==> src/rtl/vga_timing_pkg.sv <==
// Shared raster timing constants and helpers for the VGA timing generator.
// The default 640x480@60 set is used by vga_timing_gen; the 800x600@60 set is
// available for instances that override the generator parameters.
package vga_timing_pkg;

  // 640x480@60 (25.175 MHz pixel clock), negative sync polarity
  localparam int VGA640_H_ACTIVE = 640;
  localparam int VGA640_H_FP     = 16;
  localparam int VGA640_H_SYNC   = 96;
  localparam int VGA640_H_BP     = 48;
  localparam int VGA640_V_ACTIVE = 480;
  localparam int VGA640_V_FP     = 10;
  localparam int VGA640_V_SYNC   = 2;
  localparam int VGA640_V_BP     = 33;
  localparam bit VGA640_H_POL    = 1'b0;
  localparam bit VGA640_V_POL    = 1'b0;

  // 800x600@60 (40 MHz pixel clock), positive sync polarity
  localparam int SVGA800_H_ACTIVE = 800;
  localparam int SVGA800_H_FP     = 40;
  localparam int SVGA800_H_SYNC   = 128;
  localparam int SVGA800_H_BP     = 88;
  localparam int SVGA800_V_ACTIVE = 600;
  localparam int SVGA800_V_FP     = 1;
  localparam int SVGA800_V_SYNC   = 4;
  localparam int SVGA800_V_BP     = 23;
  localparam bit SVGA800_H_POL    = 1'b1;
  localparam bit SVGA800_V_POL    = 1'b1;

  // Total number of counts on one axis (pixels per line or lines per frame)
  function automatic int total(input int active, input int fp, input int sync, input int bp);
    return active + fp + sync + bp;
  endfunction

  // True when cnt lies inside the sync pulse [start, start + width - 1]
  function automatic logic sync_window(input int cnt, input int start, input int width);
    return (cnt >= start) && (cnt < start + width);
  endfunction

endpackage

==> src/rtl/vga_axis_counter.sv <==
// One raster axis: a wrapping position counter plus blank and sync decodes of
// the current count. Used once for pixels within a line and once for lines
// within a frame.
module vga_axis_counter
  import vga_timing_pkg::*;
#(
  parameter int ACTIVE = 640,
  parameter int FP     = 16,
  parameter int SYNC   = 96,
  parameter int BP     = 48,
  parameter int CNT_W  = 10
) (
  input  logic             clk,
  input  logic             rst,
  input  logic             adv,
  output logic [CNT_W-1:0] cnt,
  output logic             wrap,
  output logic             blank,
  output logic             sync_act
);

  localparam int TOTAL      = total(ACTIVE, FP, SYNC, BP);
  localparam int SYNC_START = ACTIVE + FP;
  localparam logic [CNT_W-1:0] LAST        = CNT_W'(TOTAL - 1);
  localparam logic [CNT_W-1:0] BLANK_START = CNT_W'(ACTIVE);

  logic at_last;

  assign at_last  = (cnt == LAST);
  assign wrap     = adv && at_last;
  assign blank    = (cnt >= BLANK_START);
  assign sync_act = sync_window(int'(cnt), SYNC_START, SYNC);

  // Count 0..TOTAL-1 and return to 0, advancing only when adv is high
  always_ff @(posedge clk) begin
    if (rst) begin
      cnt <= '0;
    end else if (adv) begin
      cnt <= at_last ? '0 : cnt + CNT_W'(1);
    end
  end

endmodule

==> src/rtl/vga_timing_gen.sv <==
// Parametrised raster timing generator: hsync/vsync/de, blanking flags, pixel
// coordinates and line/frame start strobes, all registered and describing the
// same pixel. Optional feature macro VGA_TIMING_LINE_IRQ_EN adds irq_line and
// a line_irq strobe at the start of hblank on the selected line.
module vga_timing_gen
  import vga_timing_pkg::*;
#(
  parameter int H_ACTIVE   = VGA640_H_ACTIVE,
  parameter int H_FP       = VGA640_H_FP,
  parameter int H_SYNC     = VGA640_H_SYNC,
  parameter int H_BP       = VGA640_H_BP,
  parameter int V_ACTIVE   = VGA640_V_ACTIVE,
  parameter int V_FP       = VGA640_V_FP,
  parameter int V_SYNC     = VGA640_V_SYNC,
  parameter int V_BP       = VGA640_V_BP,
  parameter bit H_SYNC_POL = VGA640_H_POL,
  parameter bit V_SYNC_POL = VGA640_V_POL,
  parameter int CNT_W      = 10
) (
  input  logic             clk,
  input  logic             rst,
  input  logic             pix_ce,
`ifdef VGA_TIMING_LINE_IRQ_EN
  input  logic [CNT_W-1:0] irq_line,
  output logic             line_irq,
`endif
  output logic             hsync,
  output logic             vsync,
  output logic             de,
  output logic             hblank,
  output logic             vblank,
  output logic [CNT_W-1:0] x,
  output logic [CNT_W-1:0] y,
  output logic             line_start,
  output logic             frame_start
);

  localparam int H_TOTAL = total(H_ACTIVE, H_FP, H_SYNC, H_BP);
  localparam int V_TOTAL = total(V_ACTIVE, V_FP, V_SYNC, V_BP);
  localparam int MAX_CNT = ((H_TOTAL > V_TOTAL) ? H_TOTAL : V_TOTAL) - 1;

  if (H_ACTIVE == 0 || H_FP == 0 || H_SYNC == 0 || H_BP == 0 ||
      V_ACTIVE == 0 || V_FP == 0 || V_SYNC == 0 || V_BP == 0) begin : g_bad_timing
    $error("vga_timing_gen: every active, porch and sync width must be non-zero");
  end

  if (CNT_W < 1 || (CNT_W < 31 && MAX_CNT >= (1 << CNT_W))) begin : g_bad_width
    $error("vga_timing_gen: CNT_W too small for the largest raster count");
  end

  logic [CNT_W-1:0] h_cnt;
  logic [CNT_W-1:0] v_cnt;
  logic             h_wrap;
  logic             v_wrap;
  logic             h_blank;
  logic             v_blank;
  logic             h_sync_act;
  logic             v_sync_act;
  logic             v_adv;
  logic             at_origin;

  assign v_adv = pix_ce && h_wrap;

  vga_axis_counter #(
    .ACTIVE (H_ACTIVE),
    .FP     (H_FP),
    .SYNC   (H_SYNC),
    .BP     (H_BP),
    .CNT_W  (CNT_W)
  ) u_h_axis (
    .clk      (clk),
    .rst      (rst),
    .adv      (pix_ce),
    .cnt      (h_cnt),
    .wrap     (h_wrap),
    .blank    (h_blank),
    .sync_act (h_sync_act)
  );

  vga_axis_counter #(
    .ACTIVE (V_ACTIVE),
    .FP     (V_FP),
    .SYNC   (V_SYNC),
    .BP     (V_BP),
    .CNT_W  (CNT_W)
  ) u_v_axis (
    .clk      (clk),
    .rst      (rst),
    .adv      (v_adv),
    .cnt      (v_cnt),
    .wrap     (v_wrap),
    .blank    (v_blank),
    .sync_act (v_sync_act)
  );

  // Track whether the counters sit at (0, 0): true after reset or a frame wrap
  always_ff @(posedge clk) begin
    if (rst) begin
      at_origin <= 1'b1;
    end else if (pix_ce) begin
      at_origin <= v_wrap;
    end
  end

  // Register the decode of the pre-increment counters; strobes last one clk
  always_ff @(posedge clk) begin
    if (rst) begin
      x           <= '0;
      y           <= '0;
      de          <= 1'b0;
      hblank      <= 1'b0;
      vblank      <= 1'b0;
      hsync       <= !H_SYNC_POL;
      vsync       <= !V_SYNC_POL;
      line_start  <= 1'b0;
      frame_start <= 1'b0;
    end else begin
      line_start  <= 1'b0;
      frame_start <= 1'b0;
      if (pix_ce) begin
        x           <= h_cnt;
        y           <= v_cnt;
        hblank      <= h_blank;
        vblank      <= v_blank;
        de          <= !h_blank && !v_blank;
        hsync       <= h_sync_act ? H_SYNC_POL : !H_SYNC_POL;
        vsync       <= v_sync_act ? V_SYNC_POL : !V_SYNC_POL;
        line_start  <= (h_cnt == '0);
        frame_start <= at_origin;
      end
    end
  end

`ifdef VGA_TIMING_LINE_IRQ_EN
  localparam logic [CNT_W-1:0] IRQ_X = CNT_W'(H_ACTIVE);

  // Fire once when the pixel entering hblank on the selected line is loaded
  always_ff @(posedge clk) begin
    if (rst) begin
      line_irq <= 1'b0;
    end else begin
      line_irq <= pix_ce && (h_cnt == IRQ_X) && (v_cnt == irq_line);
    end
  end
`endif

endmodule
==> config.mk <==
export PLATFORM = sky130hd
export DESIGN_NAME = vga_timing_gen
export DESIGN_NICKNAME = d
export VERILOG_FILES = /design/src/rtl/vga_timing_pkg.sv /design/src/rtl/vga_axis_counter.sv /design/src/rtl/vga_timing_gen.sv
export SDC_FILE = /design/constraint.sdc
export NUM_CORES = 1
export LEC_CHECK = 0
export CORE_AREA = 2 2 64 66
export DETAILED_ROUTE_END_ITERATION = 10
export DIE_AREA = 0 0 66 68
export PLACE_DENSITY_LB_ADDON = 0.05
export SLEW_MARGIN = 20
export SYNTH_ARGS = -nofsm -noshare
export SYNTH_HDL_FRONTEND = slang
export SYNTH_HIERARCHICAL = 1
export SYNTH_SLANG_ARGS = --single-unit
export TNS_END_PERCENT = 5
==> constraint.sdc <==
create_clock -name clk -period 3.8 [get_ports clk]
set_input_delay 0.38 -clock clk [delete_from_list [all_inputs] [get_ports clk]]
set_output_delay 0.38 -clock clk [all_outputs]
set_load 0.05 [all_outputs]
* Word-level counts from Yosys, hierarchy flattened
Index checks and enable logic that the tools add are counted.
** Operators by class
- Multiplexer cells :: 4
- $lt $le $gt $ge :: 6
- Reductions and logical operators :: 10
- Bitwise gates (word level) :: 1
- Add/subtract/negate cells :: 2
- Eq/ne operators :: 2
** Operators by type and width (count)
- $add A10 B1 Y10 const B :: 2
- $eq A10 B10 Y1 const B :: 2
- $ge A10 B10 Y1 const B :: 2
- $ge A10 B9 Y1 const B :: 2
- $mux W10 :: 2
- $logic_not A10 Y1 :: 1
- $lt A10 B10 Y1 const B :: 1
- $lt A10 B9 Y1 const B :: 1
- $logic_and A1 B1 Y1 :: 6
- $logic_not A1 Y1 :: 2
- $mux W1 :: 2
- $reduce_or A2 Y1 :: 1
- $not A1 Y1 :: 1
** Word-level totals
- Flip-flop bits (word level) :: 48
- Output and inout bits :: 27

* Longest topological paths before layout
- Word-level depth :: 4
- Depth in mapped cells :: 9
- Gate-level depth less buffers :: 7

* By module
The synthesis kept the hierarchy.
** By module, submodules not included
- vga_timing_gen :: cells each 96, sequential area each 560.5 µm², instances 1, area each 1034.7 µm²
- vga_axis_counter (u_h_axis) :: cells each 60, sequential area each 200.2 µm², instances 1, area each 549.3 µm²
- vga_axis_counter (u_v_axis) :: cells each 58, sequential area each 200.2 µm², instances 1, area each 528.0 µm²

* Worst setup path before layout
No wires, ideal clock.
- Kind :: reg-to-reg
- From :: register u_h_axis.cnt[0]
- To :: register u_v_axis.cnt[7]
- Path slack :: 1.774 ns
- Cell stages (with the launch flop) :: 9
- Data arrival time :: 1.956 ns
- Data required time :: 3.730 ns
- Clock period less this slack :: 2.026 ns
- Cells stage by stage :: dfxtp_1 ha_1 nand3_2 nor4_1 and2_1 buf_4 nand4_4 or4_1 a21oi_1
** On the way
- Word-level cells in the longest chain between the ends :: 3
** Ends and longest elaborated chain
- from (decl) :: line vga_axis_counter.sv:16 : output logic [CNT_W-1:0] cnt,
- from (signal assigned) :: line vga_axis_counter.sv:39 : cnt <= at_last ? '0 : cnt + CNT_W'(1);
- $eq A10 B10 Y1 :: line vga_axis_counter.sv:29 : assign at_last = (cnt == LAST);
- $logic_and A1 B1 Y1 :: line vga_axis_counter.sv:30 : assign wrap = adv && at_last;
- net h_wrap :: line vga_timing_gen.sv:53 : logic h_wrap;
- $logic_and A1 B1 Y1 :: line vga_timing_gen.sv:62 : assign v_adv = pix_ce && h_wrap;
- net v_adv :: line vga_timing_gen.sv:59 : logic v_adv;
- to (signal assigned) :: line vga_axis_counter.sv:39
- to (decl) :: line vga_axis_counter.sv:16
The timed path passes the listed nets, and every way through them passes these cells.
A chain may end at the register's enable or synchronous reset.

* Worst setup path after layout
- From :: register u_h_axis.cnt[0]
- To :: register u_v_axis.cnt[8]
The elaborated chain is that of the path after synthesis.

==> flow_summary.json <==
{
  "timing.hold.worst.class": "reg -> reg",
  "vias_per_cell": 5.70,
  "worst_ir_drop_vdd_v": 0.000209,
  "netlist.top_cell.by_area": "sky130_fd_sc_hd__dfxtp_1",
  "area_growth_pct": 19.0,
  "critical_path_buf_inv_count": 0,
  "final-hold-violation-count": 0,
  "die_h_um": 68,
  "final-setup-viol-count": 0,
  "cts-hold-fix-buffers": 0,
  "ctsResizeCount": 0,
  "die_area_um2": 4490,
  "synth_seq_area_share_pct": 45.5,
  "setup_tns_ns": 0,
  "post_synth.cell_area_avg_um2": 9.87,
  "final.hold.worst_slack_ns": 0.482,
  "final-max-slew-violation-count": 0,
  "tritoncts.num_buffers": 5,
  "clock_insertion_delay_worst_skew_ns": 0.30,
  "max_freq_mhz": 420,
  "route.final.wire_length_mm": 4.34,
  "fraction_of_final_layout_cells_sized_beyond_drive_strength_1_pct": 10.3,
  "detail_route.first_pass.iterations": 4,
  "synth_fp_nets": 221,
  "overflow": 0,
  "startpoint_type": "flip-flop",
  "synth_area_leaders": "sky130_fd_sc_hd__dfxtp_1, sky130_fd_sc_hd__mux2i_1, sky130_fd_sc_hd__nor2_1",
  "worst_pin_slew_ns": 0.810,
  "numClockSinks": 48,
  "path_clk_slew_ns": 0.09,
  "postSynthRegisterBits": 48,
  "count_of_maximum_capacitance_violations": 0,
  "global_route_wire_length_before_repair_mm": 7.08,
  "x_dimension_of_the_die_um": 66,
  "slew_headroom_pct": 45.8,
  "cts.root.buffer_cell": "sky130_fd_sc_hd__clkbuf_8",
  "gr-usage-all-layers_pct": 20.9,
  "worstSetupEndpointType": "flip-flop",
  "unrepaired_setup_endpoints_after_global_routing": "false",
  "grt_antenna_before_repair": 0,
  "route.detailed.wl_per_inst_um": 14.9,
  "cp_slowest_cell": "sky130_fd_sc_hd__or3_2",
  "critical_path_arrival_ns": 2.62,
  "dp.final_hpwl_mm": 2.91,
  "synth-async-reset-ratio_pct": 0,
  "synth.yosys.warnings": 6,
  "detailedRoute.firstIterationViolations": 107,
  "core_um2": 3860,
  "critical-path-top-delay-family": "simple AND/OR/NAND/NOR gates",
  "powerDensity_nw_per_um2": 389,
  "row_count": 23,
  "postSynthCellCount": 214,
  "crit_required_ns": 4.03,
  "top_cell_type_s_share_of_synthesized_area_pct": 45.5,
  "fin_nets": 248,
  "grt_pass1_vias": 1555,
  "cts_tree": "done",
  "summed_instance_area_of_the_synthesized_netlist_um2": 2110,
  "fin_crit_period_ns": 2.38,
  "i_o_buffers": 29,
  "vias_post_dr": 1665,
  "start_util_pct": 54.8,
  "antenna_cells_inserted": 0,
  "worstSetupPathType": "reg -> reg",
  "pin_count_of_the_biggest_net_entering_global_routing": 40,
  "leakage_nw": 0.959,
  "detail_route.drc_violations": 0,
  "slowest_cell_delay_on_critical_path_ns": 0.49,
  "ys_types": 52,
  "final.setup_skew_ns": 0.00418,
  "synth-edff-count": 0,
  "ios": 30,
  "min_period_over_period_pct": 62.7,
  "post_cts.repair.setup_buffers": 0,
  "synthFlopType": "sky130_fd_sc_hd__dfxtp_1",
  "timing.critical_path.fanout_max": 10,
  "status": "finished clean",
  "h-tree-depth": 2,
  "drtAntennaViolNets": 0,
  "place_congestion": 0.798,
  "clock_tree.buffer_depth": 2,
  "crit_path_cell_chain": "ha_1 -> nand3_2 -> nor4_1 -> and2_1 -> nand4_4 -> or3_2 -> a21oi_1"
}
layer usage:
layer / vias up / track usage [%] / part of all wire, %
met5: - / 0 / 0
met4: 0 / 8.67 / 1.5
met3: 6 / 5.10 / 3.3
met2: 29 / 37.5 / 52
met1: 813 / 23.8 / 43
li1: 817 / - / -
cell families after synthesis:
group / after synthesis / synth area share [%]
AND/OR/NAND/NOR: 83 / 22.7
flip-flops: 48 / 45.5
AO/OA/AOI/OAI: 31 / 10.0
multiplexers: 23 / 10.9
buffers and inverters: 17 / 5.21
XOR/XNOR: 8 / 3.32
adder cells (fa/ha/maj): 4 / 2.37
final timing paths:
path	depth (start not counted)	to	from	slack (ns)
worst max-delay path	7	u_v_axis/cnt[8]	u_h_axis/cnt[0]	1.42
worst min-delay path	2	de	de	0.48
worst max register to register	7	u_v_axis/cnt[8]	u_h_axis/cnt[0]	1.42
worst min register to register	2	de	de	0.48
worst min-delay path, delay by kind of cell (launching register included):
kind,cells,cell delay [ns]
AOI/OAI and AO/OA,1,0.06
DFF,1,0.32
and+or+nand+nor,1,0.06
final cells by class:
class | count | area (um^2)
sequential | 48 | 961
clock buffer | 7 | 96.3
multi-input combinational | 149 | 1040
inverter | 6 | 22.5
tap | 50 | 62.6
timing repair buffer | 31 | 300
fill | 327 | 1340
clock inverter | 1 | 30.0
sequential cells by signal, indices dropped and copies added, names as in the netlist, 10 cells and up:
register and cells:
x 10, u_h_axis/cnt 10, u_v_axis/cnt 10, y 10
metrics by stage:
step           util, %  cell area [um^2]  worst slack [ns]  total power, mW  instances
6_report          65.2              2510              1.42            0.978        292
3_5_place_dp      61.9              2390              1.44            0.590        284
4_1_cts           65.2              2510              1.43            0.987        292
3_3_place_gp      61.9              2390              1.56            0.589        284
5_1_grt           65.2              2510              1.25             1.01        292
2_1_floorplan        -              2110              1.77            0.578        214
synthesized netlist by cell type, types with 2 or more instances:
| cell type | instances |
|---|---|
| sky130_fd_sc_hd__dfxtp_1 | 48 |
| sky130_fd_sc_hd__nor2_1 | 31 |
| sky130_fd_sc_hd__mux2i_1 | 23 |
| sky130_fd_sc_hd__a21oi_1 | 9 |
| sky130_fd_sc_hd__nand2_1 | 9 |
| sky130_fd_sc_hd__inv_1 | 6 |
| sky130_fd_sc_hd__nand4_1 | 6 |
| sky130_fd_sc_hd__o31ai_1 | 6 |
| sky130_fd_sc_hd__xor2_1 | 6 |
| sky130_fd_sc_hd__o21ai_0 | 5 |
| sky130_fd_sc_hd__or4_1 | 5 |
| sky130_fd_sc_hd__ha_1 | 4 |
| sky130_fd_sc_hd__nor4_1 | 4 |
| sky130_fd_sc_hd__or3_2 | 4 |
| sky130_fd_sc_hd__buf_2 | 3 |
| sky130_fd_sc_hd__buf_4 | 3 |
| sky130_fd_sc_hd__a21o_1 | 2 |
| sky130_fd_sc_hd__and3_1 | 2 |
| sky130_fd_sc_hd__buf_6 | 2 |
| sky130_fd_sc_hd__nand3_1 | 2 |
| sky130_fd_sc_hd__nor4b_1 | 2 |
| sky130_fd_sc_hd__xnor2_1 | 2 |
placed cells by master, fill, tap and decap left out, drive strengths merged, types with 2 or more instances in the layout:
master         Yosys  layout
inv                6       6
and3               3       3
nor2              31      31
nor4b              2       2
mux2i             23      23
o31ai              6       6
buf               10       3
a21o               2       2
o21ai              5       5
nand3              3       3
a21oi             10      10
or3                4       4
dfxtp             48      48
nand4              8       8
clkbuf             1       7
xor2               6       6
nand2             10      10
or4                6       6
clkdlybuf4s50      0      28
nor4               4       4
ha                 4       4
xnor2              2       2
or2                2       2
power by group:
part	switching, mW	internal (mW)	total [mW]
Sequential	0.00804	0.510	0.518
Combinational	0.0377	0.0227	0.0604
Clock	0.167	0.232	0.399
Total	0.213	0.765	0.978
No activity file was read; power rests on OpenSTA's default activity.
